$ cat src/rtl/button_conditioner.sv
// Conditions the three raw front-panel buttons: two-flop sync, debounce,
// single-cycle press pulses, and hold-to-repeat on increase/decrease.
module button_conditioner #(
  parameter int DEBOUNCE_CYCLES     = 500000,
  parameter int REPEAT_DELAY_CYCLES = 25000000,
  parameter int REPEAT_RATE_CYCLES  = 5000000,
  parameter int CNT_W               = 25
) (
  input  logic clk,
  input  logic rst,
  input  logic mode_button_n,
  input  logic increase_button_n,
  input  logic decrease_button_n,
  input  logic adjust_en,
  output logic mode_pulse,
  output logic increase_pulse,
  output logic decrease_pulse,
  output logic mode_db_n,
  output logic increase_db_n,
  output logic decrease_db_n
);

  localparam logic [CNT_W-1:0] DB_LAST    = CNT_W'(DEBOUNCE_CYCLES - 1);
  localparam logic [CNT_W-1:0] DELAY_LAST = CNT_W'(REPEAT_DELAY_CYCLES - 1);
  localparam logic [CNT_W-1:0] RATE_LAST  = CNT_W'(REPEAT_RATE_CYCLES - 1);

  typedef enum logic [1:0] {ST_IDLE, ST_DELAY, ST_REPEAT} rpt_state_e;

  // Bit 0 = mode, bit 1 = increase, bit 2 = decrease.
  logic [2:0] raw_n;
  logic [2:0] sync1_reg, sync2_reg;
  logic [2:0] db_reg, db_next, db_prev_reg;
  logic [2:0] press;
  logic [2:0] pulse_reg;
  logic [1:0] rpt_pulse;
  logic       lockout_reg, lockout_next;
  logic       lock_set, lock_clr, rpt_gate;

  assign raw_n = {decrease_button_n, increase_button_n, mode_button_n};

  always_ff @(posedge clk or negedge rst) begin
    if (!rst) begin
      sync1_reg   <= '1;
      sync2_reg   <= '1;
      db_reg      <= '1;
      db_prev_reg <= '1;
      pulse_reg   <= '0;
      lockout_reg <= 1'b0;
    end else begin
      sync1_reg   <= raw_n;
      sync2_reg   <= sync1_reg;
      db_reg      <= db_next;
      db_prev_reg <= db_reg;
      pulse_reg   <= {rpt_pulse, press[0]};
      lockout_reg <= lockout_next;
    end
  end

  assign press = db_prev_reg & ~db_reg;

  genvar gi;
  generate
    for (gi = 0; gi < 3; gi++) begin : g_debounce
      logic [CNT_W-1:0] cnt_reg, cnt_next;
      logic             level_next;

      // The timer only runs while the synchronised input disagrees with the
      // accepted level; any agreeing sample restarts the count.
      always_comb begin
        level_next = db_reg[gi];
        cnt_next   = '0;
        if (sync2_reg[gi] != db_reg[gi]) begin
          if (cnt_reg >= DB_LAST) begin
            level_next = sync2_reg[gi];
          end else begin
            cnt_next = cnt_reg + 1'b1;
          end
        end
      end

      always_ff @(posedge clk or negedge rst) begin
        if (!rst) cnt_reg <= '0;
        else      cnt_reg <= cnt_next;
      end

      assign db_next[gi] = level_next;
    end
  endgenerate

  // Both adjust buttons down locks out repeats until both are released.
  assign lock_set = ~db_reg[1] & ~db_reg[2];
  assign lock_clr =  db_reg[1] &  db_reg[2];

  always_comb begin
    lockout_next = lockout_reg;
    if (lock_set)      lockout_next = 1'b1;
    else if (lock_clr) lockout_next = 1'b0;
  end

  assign rpt_gate = ~adjust_en | lockout_reg | lock_set;

  generate
    for (gi = 0; gi < 2; gi++) begin : g_repeat
      rpt_state_e       state_reg, state_next;
      logic [CNT_W-1:0] cnt_reg, cnt_next;
      logic [CNT_W-1:0] cnt_inc;
      logic             pulse_next;

      assign cnt_inc = (cnt_reg == '1) ? cnt_reg : cnt_reg + 1'b1;

      always_comb begin
        state_next = state_reg;
        cnt_next   = cnt_reg;
        pulse_next = 1'b0;
        if (rpt_gate) begin
          state_next = ST_IDLE;
          cnt_next   = '0;
        end else begin
          case (state_reg)
            ST_IDLE: begin
              cnt_next = '0;
              if (press[gi+1]) begin
                state_next = ST_DELAY;
                pulse_next = 1'b1;
              end
            end
            ST_DELAY: begin
              // Release is taken on the edge the debounced level returns high.
              if (db_next[gi+1]) begin
                state_next = ST_IDLE;
                cnt_next   = '0;
              end else if (cnt_reg >= DELAY_LAST) begin
                state_next = ST_REPEAT;
                cnt_next   = '0;
                pulse_next = 1'b1;
              end else begin
                cnt_next = cnt_inc;
              end
            end
            ST_REPEAT: begin
              if (db_next[gi+1]) begin
                state_next = ST_IDLE;
                cnt_next   = '0;
              end else if (cnt_reg >= RATE_LAST) begin
                cnt_next   = '0;
                pulse_next = 1'b1;
              end else begin
                cnt_next = cnt_inc;
              end
            end
            default: begin
              state_next = ST_IDLE;
              cnt_next   = '0;
            end
          endcase
        end
      end

      always_ff @(posedge clk or negedge rst) begin
        if (!rst) begin
          state_reg <= ST_IDLE;
          cnt_reg   <= '0;
        end else begin
          state_reg <= state_next;
          cnt_reg   <= cnt_next;
        end
      end

      assign rpt_pulse[gi] = pulse_next;
    end
  endgenerate

  assign mode_pulse     = pulse_reg[0];
  assign increase_pulse = pulse_reg[1];
  assign decrease_pulse = pulse_reg[2];
  assign mode_db_n      = db_reg[0];
  assign increase_db_n  = db_reg[1];
  assign decrease_db_n  = db_reg[2];

endmodule

$ cat config.mk
export PLATFORM = sky130hd
export DESIGN_NAME = button_conditioner
export DESIGN_NICKNAME = d
export VERILOG_FILES = /design/src/rtl/button_conditioner.sv
export SDC_FILE = /design/constraint.sdc
export NUM_CORES = 1
export LEC_CHECK = 0
export CAP_MARGIN = 20
export CORE_AREA = 8 8 206 110
export CTS_CLUSTER_SIZE = 24
export DETAILED_ROUTE_END_ITERATION = 10
export DIE_AREA = 0 0 214 118
export PLACE_DENSITY_LB_ADDON = 0.25
export SETUP_SLACK_MARGIN = 0.02
export SYNTH_ARGS = -nofsm -noshare
export SYNTH_HDL_FRONTEND = slang
export SYNTH_SLANG_ARGS = --single-unit
$ cat constraint.sdc
create_clock -name clk -period 2 [get_ports clk]
set_input_delay 0.3 -clock clk [delete_from_list [all_inputs] [get_ports clk]]
set_output_delay 0.3 -clock clk [all_outputs]
set_load 0.02 [all_outputs]
==> impl_metrics.ini, run 1 <==
[clocking]
clk_latency_ns = 0.43
cts.htree.levels = 4
root_buffer = clkbuf_16
cts_tree = yes
cts.sinks = 145
ctsLongestPathBuffers = 2
cts_made_buffers = 17
clkSlewWorstSetupHoldPaths_ns = 0.07

[layout]
layout_common_cells = buf_4, dfrtp_1, nor2_1
final_cell_area_um2 = 9980
syn_to_final_growth_pct = 39.3
nNetsFinal = 922
drive_gt1_share_pct = 32.4
largest_reg_flops = 75
fin_util_pct = 50.2
diodes = 0

[die]
die_w_um = 214
core_area_um2 = 19900
initial_core_util_pct = 36.1
ios = 12
dieArea_um2 = 25300
rows = 37
die_h_um = 118

[detailed_routing]
drt_iter0_markers = 340
drtAntennaViolNets = 0
dr.pass1.iters = 5
routed_wl_mm = 17.5
routedWlPerCell_um = 14.8
viasPerCell = 4.84
vias = 5735
drc = 0

[yosys]
syn_inst = 720
synth_seq_cells = 145
synthesis.area_um2 = 7170
yosysWarnings = 0
synth_edf_count = 0
avgSynthCellArea_um2 = 9.95
yosysUniqueCellTypes = 66
ys.flop_type = dfrtp_1
synth-async-reset-ratio_pct = 100
ys_seq_area_share_pct = 50.8

[critical_path]
crit_type = register to register
critPathSlowestCell = dfrtp_1
end_kind = register
crit_arrival_ns = 2.54
r2r_end = g_repeat[0].cnt_reg[19]
regToRegStartpoint = g_debounce[1].cnt_reg[0]
r2r_slack_ns = -0.17
startpoint = g_debounce[1].cnt_reg[0]
crit_end = g_repeat[0].cnt_reg[19]
critPathMaxFanout = 6
worst_setup_path_start_kind = register
crit_required_ns = 2.37
cp_cell_sequence = ha_4 > a21oi_2 > and3b_2 > o311a_1 > or2_4 > buf_6 > a211o_4 > nor2_2
reg2regPathDepth = 8
cpPeakStageDelay_ns = 0.43

[global_routing]
use_met3_pct = 3.80
grt_busiest_layer = met1
gr-total-overflow = 0
use_met1_pct = 22.3
grt_pass1_vias = 5398
grt_pass1_wl_mm = 28.1
antenna_found_initial = 0
grt.total_usage_pct = 13.5
grt_use_met2_pct = 15.9
grt_max_degree = 52

[pwr]
p_leak_nw = 4.08
powerDensity_nw_per_um2 = 660
design_power_total_mw = 6.59
irDropWorstVdd_v = 0.000494

[place]
dpl.hpwl_mm = 11.5
place.gp.congestion = 0.812
port_buffers = 11
dpl_worst_slack_ns = -0.216
dpl_cell_area_um2 = 8600

[run_status]
outcome = finished, violations left
violations = setup timing

[timing]
slew_headroom_pct = 66.3
min_period_over_period_pct = 108
timing.clock.skew_ns = 0.00954
worst_slack_ns = -0.169
rsz0062_at_grt = true
hold_viol = 0
setup-violations-final = 53
final.min_clock_period_ns = 2.17
fmax_mhz = 461
slew_viol_final = 0
tightest_slew_ns = 0.506

[run]
maxCapViolCount = 0

[worst_hold_path]
hp-class = primary input to register
[final cells by class]
cell class,count,area (µm²)
inverters,21,78.8
repair buffers,158,1340
multi-input cells,557,3990
clock buffers,17,425
fillers,1830,9880
clock inverters,15,160
flip-flops and latches,145,3650
well taps,273,342
[what timing repair did]
action | CTS | global route
hold endpoints to repair | 40 | 0
setup endpoints to repair | 57 | 94
buffers inserted | 7 | 8
resized for setup | 37 | 103
pin swaps | 13 | 35
hold buffers | 1 | 0
cloned | 2 | 5
[worst min-delay path by stage]
| stage | from | end | slack, ns | depth (start not counted) |
|---|---|---|---|---|
| global route | increase_button_n | sync1_reg[1] | 0.26 | 1 |
| finish | increase_button_n | sync1_reg[1] | 0.27 | 1 |
| floorplan | rst | g_debounce[0].cnt_reg[0] | 0.004 | 0 |
| CTS | increase_button_n | sync1_reg[1] | 0.25 | 1 |
| global placement | rst | g_debounce[0].cnt_reg[14] | 0.28 | 1 |
| detailed placement | rst | g_debounce[0].cnt_reg[11] | 0.28 | 1 |
[synth_stat cells (3+ instances only)]
| master | count | area share, % |
|---|---|---|
| xor2_1 | 46 | 5.6 |
| clkbuf_1 | 6 | 0.31 |
| buf_4 | 3 | 0.31 |
| nor2_1 | 138 | 7.2 |
| o41ai_1 | 4 | 0.49 |
| a31oi_1 | 5 | 0.44 |
| a21oi_1 | 7 | 0.49 |
| nor3_1 | 26 | 1.8 |
| buf_6 | 3 | 0.47 |
| dfstp_2 | 12 | 4.4 |
| mux2i_1 | 5 | 0.70 |
| o21bai_1 | 3 | 0.31 |
| inv_1 | 21 | 1.1 |
| xnor2_1 | 49 | 6.0 |
| nand2_1 | 59 | 3.1 |
| o211ai_1 | 4 | 0.42 |
| nor2b_1 | 3 | 0.26 |
| ha_1 | 16 | 2.8 |
| a211oi_1 | 3 | 0.31 |
| and4_1 | 14 | 1.7 |
| nand4_1 | 28 | 2.4 |
| nand3_1 | 37 | 2.6 |
| and3_1 | 11 | 0.96 |
| and2_1 | 5 | 0.44 |
| a21boi_0 | 3 | 0.31 |
| dfrtp_1 | 133 | 46 |
| buf_2 | 5 | 0.35 |
| nor4_1 | 15 | 1.3 |
| o21ai_0 | 7 | 0.49 |
[layer usage]
| metal | vias to the layer above | wire length [µm] | part of all wire (%) |
|---|---|---|---|
| met4 | 0 | 114 | 0.65 |
| met2 | 106 | 6540 | 37 |
| met1 | 2740 | 10100 | 58 |
| met5 | - | 0 | 0 |
| met3 | 11 | 749 | 4.3 |
| li1 | 2878 | - | - |
[worst max-delay path, delay by kind of cell, from the launching register on]
family                     cells  cell delay (ns)
AOI/OAI and AO/OA              3             0.73
and+or+nand+nor                3             0.64
DFF                            1             0.43
adders and majority gates      1             0.18
buffers and inverters          1             0.13
[power breakdown]
part           internal, mW  total (mW)  switching [mW]
combinational         0.141       0.354           0.213
clock                  1.78        3.22            1.44
sequential             2.99        3.01          0.0262
[metrics by stage]
stage / setup TNS, ns / hold slack, ns / cells
detailed placement: -9.72 / 0.284 / 1131
floorplan: -3.07 / 0.00441 / 737
global route: -10.47 / 0.260 / 1186
global placement: -9.41 / 0.283 / 1131
CTS: -4.11 / 0.252 / 1173
finish: -5.05 / 0.274 / 1186
[logic make-up after synthesis]
group / count (synthesis) / synth area share, %
buf+inv: 38 / 2.55
flops: 145 / 50.8
compound gates: 62 / 6.77
mux: 7 / 1.01
simple gates: 356 / 24.4
fa+ha+maj: 16 / 2.79
other cells: 1 / 0.0523
xor+xnor: 95 / 11.6
Note: power is estimated with default switching activity, not from simulation.
==> inputs of run 2 (changes only) <==
--- a/config.mk
+++ b/config.mk
@@ -5,11 +5,13 @@
 export SDC_FILE = /design/constraint.sdc
 export NUM_CORES = 1
 export LEC_CHECK = 0
+export ABC_AREA = 1
 export CAP_MARGIN = 20
-export CORE_AREA = 8 8 206 110
+export CORE_AREA = 8 8 225 119
 export CTS_CLUSTER_SIZE = 24
 export DETAILED_ROUTE_END_ITERATION = 10
-export DIE_AREA = 0 0 214 118
+export DIE_AREA = 0 0 233 127
+export HOLD_SLACK_MARGIN = 0.15
 export PLACE_DENSITY_LB_ADDON = 0.25
 export SETUP_SLACK_MARGIN = 0.02
 export SYNTH_ARGS = -nofsm -noshare
==> run 2 against run 1 <==
Against the previous run: the flow now finishes without violations; register-to-register slack improved by 0.23 ns; setup slack improved by 0.23 ns; routed wire length increased by 29%; largest power group unchanged; highest routed layer unchanged.
==> impl_metrics.ini, run 2 <==
[run_status]
outcome = completed

[timing]
hold_viol = 0
tightest_slew_ns = 0.502
tns_ns = 0
rsz0062_at_grt = true
final.min_clock_period_ns = 1.94
min_period_over_period_pct = 97.1
timing.clock.skew_ns = 0.00912
slew_viol_final = 0
whs_ns = 0.270
worst_slack_ns = 0.0571
fmax_mhz = 515
slew_headroom_pct = 66.3
setup-violations-final = 0

[run]
maxCapViolCount = 0

[layout]
nNetsFinal = 1271
fin_cells = 1576
n_fill_cell = 2315
layout_common_cells = nand2_1, nor2_1, inv_1
drive_gt1_share_pct = 21.5
diodes = 0
syn_to_final_growth_pct = 25.7
largest_reg_flops = 75
fin_util_pct = 45.7
final_cell_area_um2 = 10800
mostFrequentLayoutCell = nand2_1

[global_routing]
grt.total_usage_pct = 15.0
grt_max_degree = 49
grt_pass1_wl_mm = 35.4
grt_pass1_vias = 6670
antenna_found_initial = 0
gr-total-overflow = 0

[die]
die_h_um = 127
core_area_um2 = 23600
dieArea_um2 = 29600
rows = 40
die_w_um = 233
initial_core_util_pct = 36.4
ios = 12

[place]
place.gp.congestion = 0.957
dpl_cell_area_um2 = 9420
port_buffers = 11
dpl.hpwl_mm = 16.2
placed_cells = 1514
dpl_worst_slack_ns = 0.0766

[clocking]
root_buffer = clkbuf_16
clk_latency_ns = 0.44
cts_made_buffers = 17
clkSlewWorstSetupHoldPaths_ns = 0.06
ctsLongestPathBuffers = 2
cts.sinks = 145
cts_tree = yes
cts.htree.levels = 4

[detailed_routing]
drc = 0
drt_iter0_markers = 821
drtAntennaViolNets = 0
viasPerCell = 4.85
routedWlPerCell_um = 14.4
vias = 7641
dr.pass1.iters = 6
routed_wl_mm = 22.6

[yosys]
synth-async-reset-ratio_pct = 100
ys.flop_type = dfrtp_1
avgSynthCellArea_um2 = 7.47
synth_area_leaders = dfrtp_1, nand2_1, nor2_1, inv_1, nand3_1
synth_top_cell_by_area = dfrtp_1
syn_inst = 1147
yosysWarnings = 0
ys_seq_area_share_pct = 42.5
synthesis.area_um2 = 8570
ys_top_cells_by_count = nand2_1, nor2_1, inv_1
post-synth-top-area-fraction_pct = 38.8
synth_edf_count = 0
synth_seq_cells = 145
yosysUniqueCellTypes = 51
synth.most_common_cell = nand2_1

[pwr]
p_leak_nw = 4.71
design_power_total_mw = 7.02
irDropWorstVdd_v = 0.000625
powerDensity_nw_per_um2 = 652

[critical_path]
crit_type = register to register
worst_setup_path_start_kind = register
end_kind = register
crit_required_ns = 2.35
crit_arrival_ns = 2.30
critPathMaxFanout = 12

[worst_hold_path]
hp-class = primary input to register
==> run 2: what timing repair did <==
action | 4_1_cts | 5_1_grt
gates resized for setup | 2 | 123
buffers inserted | 0 | 25
cloned | 0 | 5
hold buffers | 1 | 0
setup endpoints to repair | 2 | 82
pin swaps | 0 | 30
hold endpoints to repair | 41 | 0
==> run 2: path summary, 6_finish.rpt <==
path	startpoint	endpoint	slack [ns]	cells past startpoint
setup / recovery	g_repeat[0].cnt_reg[1]	g_repeat[0].cnt_reg[23]	0.06	11
hold / removal	increase_button_n	sync1_reg[1]	0.27	1
setup reg to reg	g_repeat[0].cnt_reg[1]	g_repeat[0].cnt_reg[23]	0.06	11
hold reg to reg	sync1_reg[0]	sync2_reg[0]	0.36	0
max in group asynchronous	rst	db_reg[2]	0.97	3
min in group asynchronous	rst	g_debounce[0].cnt_reg[5]	0.38	2
==> run 2: area by class of cell <==
class                           count  area (µm²)  area share, %
Clock buffer                       23         498           4.62
Clock inverter                      8         149           1.38
Inverter                          146         561           5.20
Multi-Input combinational cell    857        4700           43.6
Sequential cell                   145        3660           34.0
Tap cell                          315         394           3.66
Timing Repair Buffer               82         805           7.47
==> run 2: layer usage <==
layer  track usage, %  vias up  wire length (µm)
met3             5.30       16              2190
met2             16.5      239              7580
li1                 -     3827                 -
met4             3.85        0               212
met1             25.1     3559             12600
met5                0        -                 0
==> run 2: cells by family (layout without fill, tap and decap cells) <==
group	after synthesis	in the layout	share of synthesized area, %
and+or+nand+nor	690	691	36.9
buffers and inverters	163	259	7.91
other	1	18	0.0437
xor gates and xnor gates	43	43	4.39
AOI/OAI and AO/OA	87	87	5.65
adders and majority gates	16	16	2.34
muxes	2	2	0.248
DFF	145	145	42.5
==> run 2: power by group <==
part | internal (mW) | total (mW) | switching (mW) | leakage (nW)
Sequential | 2.99 | 3.03 | 0.0375 | 1.91
Clock | 2.25 | 3.49 | 1.24 | 0.312
Combinational | 0.181 | 0.497 | 0.316 | 2.49
==> run 2: critical path, cell delays in order, from the launching register on <==
cell and delay, ns:
dfrtp_1 0.39, ha_1 0.20, inv_1 0.08, nor2_4 0.17
nand2_2 0.10, nor2_2 0.15, inv_2 0.07, nor2_4 0.15
nand2_4 0.15, clkinv_8 0.11, a21oi_1 0.07, nor3_4 0.19
==> patch 1: new RTL, settings of run 1 <==
Change the parameter `CNT_W` from 25 to 50.
--- a/src/rtl/button_conditioner.sv
+++ b/src/rtl/button_conditioner.sv
@@ -4,7 +4,7 @@
   parameter int DEBOUNCE_CYCLES     = 500000,
   parameter int REPEAT_DELAY_CYCLES = 25000000,
   parameter int REPEAT_RATE_CYCLES  = 5000000,
-  parameter int CNT_W               = 25
+  parameter int CNT_W               = 50
 ) (
   input  logic clk,
   input  logic rst,
Function: same outputs for any inputs over 10 cycles, from zero or initial values and one cycle with rst low; that may be too few to reach the edited logic, so the function may still have changed.
==> patch 1 against run 1 <==
Largest cell class is now flip-flops and latches; largest power group is now registers; maximum frequency fell by 10%; wire length increased by 50%; sequential cell count increased by 125; the flow still finishes with violations (setup timing); total power grew 67%; die area unchanged; combinational power rose by 5.6%; setup slack lost 0.25 ns; synthesized area increased by 51%; sequential power rose by 90%; cell area grew 52%.
==> patch 1: results (changes against run 1) <==
.. list-table::
   :header-rows: 1

   * - Metric
     - Value
   * - Met3 capacity usage during global routing
     - 0.0344 (was 0.0380)
   * - Fraction of final layout cells sized beyond drive strength 1
     - 0.304 (was 0.324)
   * - Count of vias placed by the detailed router
     - 8393 (was 5735)
   * - Met2 routed wirelength
     - 11.9 mm (was 6.54 mm)
   * - Number of fill cells
     - 1214 (was 1830)
   * - Placement-stage worst setup slack
     - -0.504 ns (was -0.216 ns)
   * - Mux contribution to synthesized area
     - 0.00486 (was 0.0101)
   * - Buffer levels on the longest clock path
     - 3 (was 2)
   * - Metal-1 WL
     - 12.6 mm (was 10.1 mm)
   * - Multi-input logic cell count
     - 761 (was 557)
   * - Net total in the final layout
     - 1318 (was 922)
   * - Status
     - finished, violations left (unchanged)
   * - Cell family with the largest share of critical-path delay
     - simple AND/OR/NAND/NOR gates (was compound AO/OA/AOI/OAI gates)
   * - Met3 WL post-DR
     - 1.31 mm (was 749 um)
   * - Clock sink total
     - 270 (was 145)
   * - # clk buffers
     - 31 (was 17)
   * - Final cell count without fillers
     - 1587 (was 1186)
   * - Total setup violations reported at the end of the flow
     - 94 (was 53)
   * - Max IR drop VDD
     - 794 uV (was 494 uV)
   * - Multi-input combinational cell area
     - 5190 um2 (was 3990 um2)
   * - Initial drt markers
     - 625 (was 340)
   * - Synthesized-area fraction occupied by ao, oa, aoi and oai cells
     - 0.0817 (was 0.0677)
   * - Total CTS buffers
     - 24 (was 17)
   * - Hpwl dp
     - 15.7 mm (was 11.5 mm)
   * - Buffering overhead
     - 0.128 (was 0.134)
   * - Via count of the first global-routing pass
     - 8185 (was 5398)
   * - Violated checks
     - setup timing (unchanged)
   * - Worst Setup Slack, final
     - -0.420 ns (was -0.169 ns)
   * - Maximum number of pins on one net before global-route repair
     - 60 (was 52)
==> patch 1: path summary, 6_finish.rpt <==
kind	startpoint	end	slack, ns	depth (start not counted)
max reg2reg	g_debounce[2].cnt_reg[11]	g_repeat[1].cnt_reg[12]	-0.42	8
max in group asynchronous	rst	g_repeat[0].cnt_reg[6]	1.02	3
max	g_debounce[2].cnt_reg[11]	g_repeat[1].cnt_reg[12]	-0.42	8
min reg2reg	sync1_reg[0]	sync2_reg[0]	0.36	0
min	mode_button_n	sync1_reg[0]	0.17	1
min in group asynchronous	rst	g_debounce[2].cnt_reg[3]	0.29	2
==> patch 1: where the power goes <==
part | internal (mW) | switching (mW) | leakage, nW
Sequential | 5.64 | 0.0931 | 3.39
Combinational | 0.129 | 0.245 | 2.69
Clock | 2.81 | 2.08 | 0.404
==> patch 1: timing repair <==
action                     in CTS  in global routing
resized for setup              87                103
hold endpoints to repair       48                  0
hold buffers                    1                  0
cloned                          3                  4
buffers inserted               16                 18
pin swaps                      41                 56
setup endpoints to repair      98                 96
==> patch 2: new RTL, config.mk and constraints of run 1 <==
Made on the original files. Re-encode `rpt_state_e` (3 states) as one-hot, 3 bits wide.
--- a/src/rtl/button_conditioner.sv
+++ b/src/rtl/button_conditioner.sv
@@ -24,7 +24,7 @@
   localparam logic [CNT_W-1:0] DELAY_LAST = CNT_W'(REPEAT_DELAY_CYCLES - 1);
   localparam logic [CNT_W-1:0] RATE_LAST  = CNT_W'(REPEAT_RATE_CYCLES - 1);
 
-  typedef enum logic [1:0] {ST_IDLE, ST_DELAY, ST_REPEAT} rpt_state_e;
+  typedef enum logic [2:0] {ST_IDLE = 3'b001, ST_DELAY = 3'b010, ST_REPEAT = 3'b100} rpt_state_e;
 
   // Bit 0 = mode, bit 1 = increase, bit 2 = decrease.
   logic [2:0] raw_n;
Formal check against the unedited RTL: no difference found for any inputs over 10 cycles, from zero or initial values and one cycle with rst low; not proved beyond that.
==> patch 2 against run 1 <==
The flow still finishes with violations (setup timing); wire length up 5.2%; synthesized area up 0.30%; combinational power down 32%; total power down 1.3%; sequential cell count up 2; setup slack better by 0.052 ns; non-clock buffer count down 26; cell area up 0.83%; via count up 1.8%; global-route usage up 0.17 points; final cell count down 4.0%; maximum frequency up 2.4%; critical path type unchanged; critical endpoint is now g_repeat[1].cnt_reg[6]; largest cell class unchanged.
==> patch 2: results (changes against run 1) <==
.. list-table::
   :header-rows: 1

   * - Metric
     - Value
   * - End point of the critical path
     - g_repeat[1].cnt_reg[6] (was g_repeat[0].cnt_reg[19])
   * - Via count of the first global-routing pass
     - 5664 (was 5398)
   * - Placement-stage worst setup slack
     - -0.144 ns (was -0.216 ns)
   * - Wire length of the first global-routing pass
     - 28.7 mm (was 28.1 mm)
   * - Internal power component
     - 5.05 mW (was 4.91 mW)
   * - Violated checks
     - setup timing (unchanged)
   * - Via-to-Cell Ratio
     - 5.13 (was 4.84)
   * - Met3 capacity usage during global routing
     - 0.0308 (was 0.0380)
   * - Finished Core Util
     - 0.507 (was 0.502)
   * - Area taken by flip-flops and latches
     - 3700 um2 (was 3650 um2)
   * - Post-Synth Adder-Cell Area
     - 0.0104 (was 0.0279)
   * - Total global-route track usage
     - 0.137 (was 0.135)
   * - Non-clock buffers
     - 132 (was 158)
   * - Number of cells on the worst reg-to-reg path
     - 7 (was 8)
   * - Worst hold slack across all endpoints
     - 0.276 ns (was 0.274 ns)
   * - Clock tree cell share of total cell area
     - 0.0582 (was 0.0587)
   * - Setup total negative slack
     - -2.77 ns (was -5.05 ns)
   * - Met3 WL post-DR
     - 912 um (was 749 um)
   * - Max IR drop VDD
     - 721 uV (was 494 uV)
   * - Post-route cell area
     - 10100 um2 (was 9980 um2)
   * - Routability congestion estimate
     - 0.852 (was 0.812)
   * - Total setup violations reported at the end of the flow
     - 40 (was 53)
   * - Initial drt markers
     - 374 (was 340)
   * - Maximum number of pins on one net before global-route repair
     - 50 (was 52)
   * - Met2 routed wirelength
     - 8.13 mm (was 6.54 mm)
   * - Status
     - finished, violations left (unchanged)
   * - Cell types with the highest counts after synthesis
     - 133 x sky130_fd_sc_hd__dfrtp_1, 95 x sky130_fd_sc_hd__nor2_1, 66 x sky130_fd_sc_hd__xor2_1 (was 138 x sky130_fd_sc_hd__nor2_1, 133 x sky130_fd_sc_hd__dfrtp_1, 59 x sky130_fd_sc_hd__nand2_1)
   * - # clk buffers
     - 24 (was 17)
   * - First-pass detailed-route iteration total
     - 4 (was 5)
   * - Metal-1 WL
     - 9.09 mm (was 10.1 mm)
   * - Share of cell area taken by multi-input logic gates
     - 0.412 (was 0.400)
   * - Number of fill cells
     - 1744 (was 1830)
   * - Worst Setup Slack, final
     - -0.117 ns (was -0.169 ns)
   * - Final cell count without fillers
     - 1139 (was 1186)
   * - Critical path fanouts, max
     - 25 (was 6)
   * - Synthesized-area fraction occupied by ao, oa, aoi and oai cells
     - 0.0942 (was 0.0677)
   * - Arrival time at the worst endpoint
     - 2.46 ns (was 2.54 ns)
   * - Met1 layer usage reported by global route
     - 0.200 (was 0.223)
   * - Dpl cell area
     - 8400 um2 (was 8600 um2)
   * - Hpwl dp
     - 11.6 mm (was 11.5 mm)
   * - Multi-input logic cell count
     - 545 (was 557)
   * - Buffering overhead
     - 0.125 (was 0.134)
   * - Met2 layer usage reported by global route
     - 0.197 (was 0.159)
   * - Setup skew after layout
     - 0.0103 ns (was 0.00954 ns)
   * - Fraction of final layout cells sized beyond drive strength 1
     - 0.360 (was 0.324)
patch 2: changes by cell type after synthesis, sizes merged, moves of 9 or more:
cell	before	now
and3	11	21
nand3	37	46
nor2	138	106
xor2	46	66
ha	16	6
nor3	26	37
inv	21	10
nor4	16	6
xnor2	49	27
patch 2: power groups by stage:
stage / clock network (mW) / registers [mW] / logic [mW]
4_1_cts: 3.28 / 3.05 / 0.212
3_3_place_gp: 0 / 3.10 / 0.201
5_1_grt: 3.43 / 3.05 / 0.271
6_report: 3.21 / 3.05 / 0.240
2_1_floorplan: 0 / 3.11 / 0.0606
3_5_place_dp: 0 / 3.10 / 0.206
patch 2: what timing repair did:
item | CTS | global route
resized for setup | 20 | 154
cloned | 0 | 10
setup buffers | 2 | 14
pin swaps | 4 | 74
setup endpoints to repair | 77 | 94
hold buffers | 1 | 0
hold endpoints to repair | 42 | 0
